===== config.mk =====
export PLATFORM = sky130hd
export DESIGN_NAME = fifo_word_reader_flat
export DESIGN_NICKNAME = d
export VERILOG_FILES = /design/src/rtl/fifo_rd_pkg.sv /design/src/rtl/fifo_word_reader_if.sv /design/src/rtl/word_pack_acc.sv /design/src/rtl/fifo_word_reader.sv /design/src/flat_wrapper.sv
export SDC_FILE = /design/constraint.sdc
export NUM_CORES = 1
export LEC_CHECK = 0
export ABC_AREA = 1
export CORE_ASPECT_RATIO = 1.25
export CORE_UTILIZATION = 52
export DETAILED_ROUTE_END_ITERATION = 6
export HOLD_SLACK_MARGIN = 0.03
export PLACE_DENSITY = 0.8
export SLEW_MARGIN = 40
export SYNTH_ARGS = -nofsm -noshare
export SYNTH_HDL_FRONTEND = slang
export SYNTH_SLANG_ARGS = --single-unit

===== constraint.sdc =====
create_clock -name clk -period 2.4 [get_ports clk]
set_input_delay 0.24 -clock clk [delete_from_list [all_inputs] [get_ports clk]]
set_output_delay 0.24 -clock clk [all_outputs]
set_load 0.1 [all_outputs]

===== src/rtl/fifo_rd_pkg.sv =====
// Shared types and defaults for the FIFO word reader.
// Holds the control FSM encoding and packing defaults.
package fifo_rd_pkg;

  localparam int WORD_BYTES_DEF = 4;
  localparam int TIMEOUT_DEF    = 16;

  typedef enum logic [1:0] {
    FILL  = 2'd0,
    CLOSE = 2'd1,
    WAIT  = 2'd2
  } rd_state_t;

endpackage


===== src/rtl/fifo_word_reader_if.sv =====
// FIFO read port plus packed-word stream for the word reader.
// master = reader side, slave = FIFO/consumer side.
interface fifo_word_reader_if #(
  parameter int DATA_W     = 8,
  parameter int WORD_BYTES = 4
);

  logic                           fifo_empty;
  logic [DATA_W-1:0]              fifo_data;
  logic                           fifo_rd_en;
  logic                           flush;
  logic [DATA_W*WORD_BYTES-1:0]   m_data;
  logic [WORD_BYTES-1:0]          m_keep;
  logic                           m_last;
  logic                           m_valid;
  logic                           m_ready;

  modport master (
    input  fifo_empty, fifo_data, flush, m_ready,
    output fifo_rd_en, m_data, m_keep, m_last, m_valid
  );

  modport slave (
    output fifo_empty, fifo_data, flush, m_ready,
    input  fifo_rd_en, m_data, m_keep, m_last, m_valid
  );

endinterface


===== src/rtl/word_pack_acc.sv =====
// Byte lane accumulator: lane registers, fill index, keep mask.
// clr empties the lanes; clr with wr restarts at lane 0.
module word_pack_acc #(
  parameter  int DATA_W     = 8,
  parameter  int WORD_BYTES = 4,
  localparam int IW         = $clog2(WORD_BYTES + 1)
) (
  input  logic                         clk,
  input  logic                         reset,
  input  logic                         wr,
  input  logic                         clr,
  input  logic [DATA_W-1:0]            din,
  output logic [IW-1:0]                idx,
  output logic [DATA_W*WORD_BYTES-1:0] data,
  output logic [WORD_BYTES-1:0]        keep,
  output logic                         full
);

  always_ff @(posedge clk) begin
    if (reset) begin
      idx  <= '0;
      data <= '0;
    end else if (clr) begin
      data <= '0;
      if (wr) data[DATA_W-1:0] <= din;
      idx <= wr ? IW'(1) : '0;
    end else if (wr) begin
      for (int i = 0; i < WORD_BYTES; i++)
        if (idx == IW'(i))
          data[i*DATA_W +: DATA_W] <= din;
      idx <= idx + 1'b1;
    end
  end

  always_comb begin
    keep = '0;
    for (int i = 0; i < WORD_BYTES; i++)
      keep[i] = IW'(i) < idx;
  end

  assign full = idx == IW'(WORD_BYTES);

endmodule


===== src/rtl/fifo_word_reader.sv =====
// Packs FIFO bytes into words; partial words close on
// flush or idle timeout and are tagged with m_last.
module fifo_word_reader
  import fifo_rd_pkg::*;
#(
  parameter int DATA_W     = 8,
  parameter int WORD_BYTES = WORD_BYTES_DEF,
  parameter int TIMEOUT    = TIMEOUT_DEF
) (
  input  logic                clk,
  input  logic                reset,
  fifo_word_reader_if.master  bus,
  output logic [15:0]         words_out
);

  localparam int IW = $clog2(WORD_BYTES + 1);
  localparam int CW = $clog2(TIMEOUT + 1);
  localparam logic [CW-1:0] TO = CW'(TIMEOUT);

  rd_state_t                    state;
  logic                         flush_pend;
  logic [CW-1:0]                idle;
  logic [IW-1:0]                acc_idx;
  logic [DATA_W*WORD_BYTES-1:0] acc_data;
  logic [WORD_BYTES-1:0]        acc_keep;
  logic                         acc_full;

  logic slot_free;
  logic have_part;
  logic close_req;
  logic full_xfer;
  logic part_xfer;
  logic rd_en;

  assign slot_free = !bus.m_valid || bus.m_ready;
  assign have_part = (acc_idx != '0) && !acc_full;
  assign close_req = (state == FILL) && have_part &&
                     ((flush_pend && bus.fifo_empty) || idle == TO);
  assign full_xfer = acc_full && slot_free;
  assign part_xfer = (state == CLOSE) && slot_free;

  // A full word may take a new byte only while it moves out.
  assign rd_en = !reset && !bus.fifo_empty &&
                 (state != CLOSE) && !close_req &&
                 (!acc_full || full_xfer);

  assign bus.fifo_rd_en = rd_en;

  word_pack_acc #(
    .DATA_W     (DATA_W),
    .WORD_BYTES (WORD_BYTES)
  ) u_acc (
    .clk   (clk),
    .reset (reset),
    .wr    (rd_en),
    .clr   (full_xfer || part_xfer),
    .din   (bus.fifo_data),
    .idx   (acc_idx),
    .data  (acc_data),
    .keep  (acc_keep),
    .full  (acc_full)
  );

  always_ff @(posedge clk) begin
    if (reset) begin
      state       <= FILL;
      flush_pend  <= 1'b0;
      idle        <= '0;
      bus.m_valid <= 1'b0;
      bus.m_data  <= '0;
      bus.m_keep  <= '0;
      bus.m_last  <= 1'b0;
      words_out   <= '0;
    end else begin
      if (bus.m_valid && bus.m_ready) begin
        bus.m_valid <= 1'b0;
        words_out   <= words_out + 16'd1;
      end

      if (full_xfer) begin
        bus.m_valid <= 1'b1;
        bus.m_data  <= acc_data;
        bus.m_keep  <= '1;
        bus.m_last  <= 1'b0;
      end else if (part_xfer) begin
        bus.m_valid <= 1'b1;
        bus.m_data  <= acc_data;
        bus.m_keep  <= acc_keep;
        bus.m_last  <= 1'b1;
      end

      if (part_xfer ||
          (state == FILL && flush_pend &&
           bus.fifo_empty && acc_idx == '0))
        flush_pend <= 1'b0;
      // A request arriving while one is pending is absorbed.
      if (bus.flush && !flush_pend)
        flush_pend <= 1'b1;

      if (state == FILL && have_part && !rd_en)
        idle <= (idle == TO) ? idle : idle + 1'b1;
      else
        idle <= '0;

      unique case (state)
        FILL: begin
          if (close_req)
            state <= CLOSE;
          else if (acc_full && !slot_free)
            state <= WAIT;
        end
        WAIT:    if (slot_free) state <= FILL;
        CLOSE:   if (slot_free) state <= FILL;
        default: state <= FILL;
      endcase
    end
  end

endmodule


===== src/flat_wrapper.sv =====
// flat-port wrapper written by rule: the top's interface ports become plain ports
module fifo_word_reader_flat import fifo_rd_pkg::*;
#(
  parameter int DATA_W     = 8,
  parameter int WORD_BYTES = WORD_BYTES_DEF,
  parameter int TIMEOUT    = TIMEOUT_DEF
)
  (clk, reset, words_out, bus_fifo_empty, bus_fifo_data, bus_flush, bus_m_ready, bus_fifo_rd_en, bus_m_data, bus_m_keep, bus_m_last, bus_m_valid);
  fifo_word_reader_if #(.DATA_W(DATA_W), .WORD_BYTES(WORD_BYTES)) bus_i ();
  input  logic clk;
  input  logic reset;
  output logic [15:0] words_out;
  input wire logic [$bits(bus_i.fifo_empty)-1:0] bus_fifo_empty;
  input wire logic [$bits(bus_i.fifo_data)-1:0] bus_fifo_data;
  input wire logic [$bits(bus_i.flush)-1:0] bus_flush;
  input wire logic [$bits(bus_i.m_ready)-1:0] bus_m_ready;
  output wire logic [$bits(bus_i.fifo_rd_en)-1:0] bus_fifo_rd_en;
  output wire logic [$bits(bus_i.m_data)-1:0] bus_m_data;
  output wire logic [$bits(bus_i.m_keep)-1:0] bus_m_keep;
  output wire logic [$bits(bus_i.m_last)-1:0] bus_m_last;
  output wire logic [$bits(bus_i.m_valid)-1:0] bus_m_valid;
  assign bus_i.fifo_empty = bus_fifo_empty;
  assign bus_i.fifo_data = bus_fifo_data;
  assign bus_i.flush = bus_flush;
  assign bus_i.m_ready = bus_m_ready;
  assign bus_fifo_rd_en = bus_i.fifo_rd_en;
  assign bus_m_data = bus_i.m_data;
  assign bus_m_keep = bus_i.m_keep;
  assign bus_m_last = bus_i.m_last;
  assign bus_m_valid = bus_i.m_valid;
  fifo_word_reader #(.DATA_W(DATA_W), .WORD_BYTES(WORD_BYTES), .TIMEOUT(TIMEOUT)) u_core (.clk(clk), .reset(reset), .bus(bus_i), .words_out(words_out));
endmodule

Word level (Yosys, flattened, before mapping)
Index checks and enable logic that the tools add are counted.
Widths: inputs -> output; s select.
{ "word_totals": {"register_bits": 97, "inputBits": 13, "out_inout_bits": 55} }
{ "classes": {"addsub": 3, "n_lt_le_gt_ge": 4, "eq_ne": 10, "mux": 20, "bitwise_logic": 1, "reduce_logical": 47} }
{ "ops": {"columns": ["op", "count"], "rows": [
  ["$mux 32", 2],
  ["$mux 8", 4],
  ["$logic_and 1x1->1", 17],
  ["$add 16x1->16 const B", 1],
  ["$reduce_and 2->1", 5],
  ["$logic_not 1->1", 8],
  ["$mux 4", 2],
  ["$reduce_bool 2->1", 4],
  ["$reduce_or 2->1", 4],
  ["$eq 3x2->1 const B", 2],
  ["$lt 1x3->1 const A", 2],
  ["$lt 2x3->1 const A", 2],
  ["$mux 1", 6],
  ["$mux 2", 3],
  ["$mux 3", 2],
  ["$reduce_bool 3->1", 2],
  ["$add 5x1->5 const B", 1],
  ["$eq 5x5->1 const B", 1],
  ["$logic_or 1x1->1", 5],
  ["$ne 2x1->1 const B", 2],
  ["$pmux 2 s2", 1],
  ["$add 3x1->3 const B", 1],
  ["$eq 3x1->1 const B", 1],
  ["$eq 3x3->1 const B", 1],
  ["6 further kinds", 6]
]} }

Depth between registers and ports, before layout
{ "logic_depth": {"ltp_word": 12, "depth_mapped": 14, "ltp_nobuf": 13} }

Cells and area by module
Synthesis repeated with hierarchy kept, for this count alone.
{ "hier_totals": {"hier_cells": 530, "area_unflattened_um2": 3982.6} }
{ "modules_own_cells": {"columns": ["module", "instances", "cells_per_inst", "area_per_inst_um2", "seq_area_each_um2"], "rows": [
  ["fifo_word_reader", 1, 346, 2602.5, 1241.2],
  ["word_pack_acc", 1, 184, 1380.1, 700.7]
]} }

Least setup slack after synthesis
Ideal clock, no wire load.
{ "synth_timing": {"kind": "reg2reg", "start": "register u_core.words_out[0]", "end": "register u_core.words_out[14]", "arrival_ns": 2.126, "t_required_ns": 2.281, "slack_ns": 0.155, "stages_incl_launch_ff": 9, "path_buffers": 0, "cell_sequence": "dfxtp_1 > ha_1 > nand2_1 > nor2_1 > nand4_1 > inv_1 > nand2_1 > o21ai_0 > nor2_1"} }
{ "synth_via": {"elab_chain_len": 1} }
{ "synth_lines": {"columns": ["element", "line_no", "text"], "rows": [
  ["from (decl)", "fifo_word_reader.sv:13", "output logic [15:0] words_out"],
  ["from (signal assigned)", "fifo_word_reader.sv:77", "words_out <= words_out + 16'd1;"],
  ["$add 16x1->16", "fifo_word_reader.sv:77", null]
]} }
Every way passes these cells.
A chain may end at the register's enable or synchronous reset.

Worst setup path after layout
{ "layout_timing": {"start": "register u_core.u_acc.idx[1]", "end": "output bus_fifo_rd_en"} }
{ "layout_via": {"elab_chain_len": 8} }
{ "layout_lines": {"columns": ["element", "line_no", "text"], "rows": [
  ["from (decl)", "word_pack_acc.sv:13", "output logic [IW-1:0] idx,"],
  ["from (signal assigned)", "word_pack_acc.sv:26", "idx <= wr ? IW'(1) : '0;"],
  ["from (signal assigned)", "word_pack_acc.sv:31", "idx <= idx + 1'b1;"],
  ["$eq 3x3->1", "word_pack_acc.sv:41", "assign full = idx == IW'(WORD_BYTES);"],
  ["$logic_not 1->1", "fifo_word_reader.sv:36, fifo_word_reader.sv:45", null],
  ["$logic_and 1x1->1", "fifo_word_reader.sv:36", "assign have_part = (acc_idx != '0) && !acc_full;"],
  ["$logic_and 1x1->1 (2 in series)", "fifo_word_reader.sv:37", "assign close_req = (state == FILL) && have_part &&"],
  ["$logic_not 1->1", "fifo_word_reader.sv:44", "(state != CLOSE) && !close_req &&"],
  ["$logic_and 1x1->1", "fifo_word_reader.sv:44", null],
  ["$logic_and 1x1->1 (*)", "fifo_word_reader.sv:44", null],
  ["to (decl)", "flat_wrapper.sv:17", "output wire logic [$bits(bus_i.fifo_rd_en)-1:0] bus_fifo_rd_en;"]
]} }
Mark *: on every way between the ends. The rest lies on a longest branch, timed or not.

==> flow_summary.json <==
{
  "leakagePower_nw": 2.05,
  "timing.hold.ws_ns": 0.449,
  "status": "finished clean",
  "antenna_found_initial": 0,
  "antenna_left": 0,
  "cp_max_fo": 20,
  "power_frac_clock_pct": 18.7,
  "drt-total-wl_um": 8360,
  "worstSetupPathType": "reg -> out",
  "fin_nets": 600,
  "setup_viol": 0,
  "cp-start-kind": "flop",
  "postLayoutCellArea_mm2": 0.00480,
  "peakVddDrop_v": 0.000953,
  "cp_cell_sequence": "inv_1 -> ha_1 -> nand2_2 -> nor2_2 -> nor2_4 -> nand2_4 -> inv_4 -> buf_12",
  "p_int_mw": 3.00,
  "cts_root_buf": "clkbuf_8",
  "critical_path.top_delay_family": "buffers and inverters",
  "grt_pass1_wl_um": 13900,
  "h-tree-depth": 3,
  "fmax_mhz": 460,
  "track_usage_pct": 22.1,
  "cts_buffer_depth": 2,
  "setup.worst_path.end_class": "primary output",
  "start_util_pct": 53.7,
  "combPwrFrac_pct": 47.4,
  "place_area_mm2": 0.00458,
  "tightest_slew_ns": 0.684,
  "rows": 35,
  "first_pass_iters": 4,
  "nFillCells": 646,
  "setup_tns_ns": 0,
  "arrival_ns": 1.93,
  "io-pin-count": 68,
  "p_sw_share_pct": 49.0,
  "yosys_register_bits": 97,
  "coreArea_mm2": 0.00740,
  "rsz0062_at_grt": "false",
  "die_y_um": 99.8,
  "hold_path_class": "reg -> reg",
  "power.share.sequential_pct": 34.0,
  "cp_slowest_cell": "dfxtp_1",
  "clock_latency_ns": 0.35,
  "period_needed_ns": 2.17,
  "syn_area_per_cell_um2": 7.75,
  "hold_viol": 0,
  "cts_setup_buffers": 0,
  "relSlewSlack_pct": 54.3,
  "power_density_mw_per_mm2": 1230,
  "synth_warnings": 0,
  "switchingPower_mw": 2.88,
  "clk_pin_slew_ns": 0.09,
  "fin_skew_ns": 0.0171,
  "cts_buffers": 9,
  "drv_cap": 0,
  "syn_inst": 513,
  "area.growth.synth_to_final_pct": 20.6,
  "die-area_mm2": 0.00800,
  "clock_sinks": 97,
  "drc": 0,
  "grt_pass1_vias": 3137,
  "vias": 3423,
  "grt_max_degree": 29,
  "num_antenna_cells": 0,
  "drive_gt1_share_pct": 17.0,
  "slowest_delay_ns": 0.42,
  "grt_overflow_total": 0,
  "gp_congestion": 0.864,
  "routedWlPerCell_um": 12.4,
  "finalCritPeriodShare_pct": 90.6,
  "drtIter0Drc": 151,
  "post-route-util_pct": 64.8,
  "vias_per_cell": 5.07,
  "synth-seq-area-share_pct": 48.9,
  "final_max_slew_viol_count": 0,
  "die_w_um": 80.2,
  "yosysUniqueCellTypes": 32,
  "syn-num-nets": 535,
  "dp_hpwl_um": 5980,
  "cts_tree": "built",
  "cp.required_ns": 2.16,
  "portBuffers": 67,
  "path_buf_inv": 3,
  "synthesis.area_mm2": 0.00398
}
layout make-up:
type	count	area (um2)	area share (%)
clock inverters	4	56.3	1.17
flip-flops and latches	97	1940	40.5
inverters	61	234	4.88
multi-input cells	335	1700	35.4
clock buffers	12	155	3.24
repair buffers	74	598	12.5
well taps	92	115	2.40
metrics by stage:
| step | total power [mW] | setup WS (ns) | instances |
|---|---|---|---|
| 2_1_floorplan | 4.28 | 0.155 | 513 |
| 3_3_place_gp | 4.77 | 0.424 | 659 |
| 3_5_place_dp | 4.82 | 0.393 | 659 |
| 4_1_cts | 5.91 | 0.105 | 675 |
| 5_1_grt | 6.17 | 0.0867 | 675 |
| 6_report | 5.88 | 0.226 | 675 |
synthesized netlist by cell type (all sizes together):
master / n / area share (%)
a211oi: 2 / 0.38
clkbuf: 8 / 0.76
nor3b: 1 / 0.19
buf: 12 / 1.9
nand3: 24 / 3.0
o21ai: 63 / 8.2
nand2: 81 / 8.8
a31oi: 3 / 0.47
nor3: 3 / 0.38
xnor2: 1 / 0.22
dfxtp: 97 / 49
nand4: 6 / 1.7
o211ai: 1 / 0.19
inv: 61 / 5.8
o31ai: 1 / 0.19
nor2: 87 / 9.1
a21oi: 50 / 6.3
ha: 9 / 2.8
xor2: 3 / 0.66
worst register-to-register path, delay by kind of cell, from the launching register on:
kind / cells / cell delay, ns
AND/OR/NAND/NOR: 4 / 0.54
buffers and inverters: 3 / 0.42
flip-flops: 1 / 0.42
AO/OA/AOI/OAI: 2 / 0.28
adder cells (fa/ha/maj): 1 / 0.21
cell usage in the layout (no fill, tap or decap), drive strengths merged, types with 2 or more instances in the layout:
master / synthesis / routed
buf: 12 / 62
dfxtp: 97 / 97
inv: 61 / 63
nor2: 87 / 87
o21ai: 63 / 63
clkbuf: 8 / 12
clkdlybuf4s50: 0 / 12
a21oi: 50 / 50
xor2: 3 / 3
nand3: 24 / 24
nor3: 3 / 3
ha: 9 / 9
nand2: 81 / 81
a211oi: 2 / 2
nand4: 6 / 6
a31oi: 3 / 3
path summary, 6_finish.rpt:
kind / start / endpoint / slack, ns / cells past startpoint
setup / recovery: u_core.u_acc.idx[1]$_SDFFE_PP0P_ / bus_fifo_rd_en / 0.23 / 8
hold / removal: u_core.u_acc.data[9]$_SDFFE_PP0P_ / u_core.bus.m_data[9]$_SDFFE_PP0N_ / 0.45 / 2
setup reg to reg: u_core.u_acc.idx[1]$_SDFFE_PP0P_ / u_core.u_acc.data[5]$_SDFFE_PP0P_ / 0.46 / 10
hold reg to reg: u_core.u_acc.data[9]$_SDFFE_PP0P_ / u_core.bus.m_data[9]$_SDFFE_PP0N_ / 0.45 / 2
power by group through the flow:
stage	Clock [mW]	Sequential (mW)	Combinational [mW]
after global placement	0	2.03	2.74
after global routing	1.19	2.03	2.95
after CTS	1.12	2.00	2.79
after floorplan	0	3.46	0.816
after detailed placement	0	2.04	2.79
final	1.10	2.00	2.79
flip-flops by register name, indices dropped and copies added, names as in the netlist:
| signal | count |
|---|---|
| u_core.bus.m_keep | 4 |
| u_core.bus.m_data | 32 |
| u_core.idle | 5 |
| u_core.flush_pend | 1 |
| u_core.u_acc.idx | 3 |
| u_core.u_acc.data | 32 |
| u_core.bus.m_last | 1 |
| u_core.bus.m_valid | 1 |
| u_core.words_out | 16 |
| u_core.state | 2 |
what timing repair did:
action	4_1_cts	5_1_grt
endpoints found under the setup margin	0	1
gates resized for setup	0	2
hold buffers	0	0
logic make-up (layout without fill, tap and decap cells):
kind of cell,after synthesis,after routing,share of synthesized area (%)
AND/OR/NAND/NOR,202,202,23.2
AO/OA/AOI/OAI,120,120,15.7
flip-flops,97,97,48.9
buffers and inverters,81,151,8.50
adder cells (fa/ha/maj),9,9,2.83
XOR/XNOR,4,4,0.881
metal layers:
| layer | share of wire (%) | track usage (%) | vias up |
|---|---|---|---|
| met4 | 1.8 | 10.0 | 0 |
| met5 | 0 | 0 | - |
| met3 | 4.2 | 3.30 | 15 |
| met1 | 44 | 27.0 | 1543 |
| met2 | 50 | 37.8 | 82 |
| li1 | - | - | 1783 |
No activity file was read; power rests on OpenSTA's default activity.
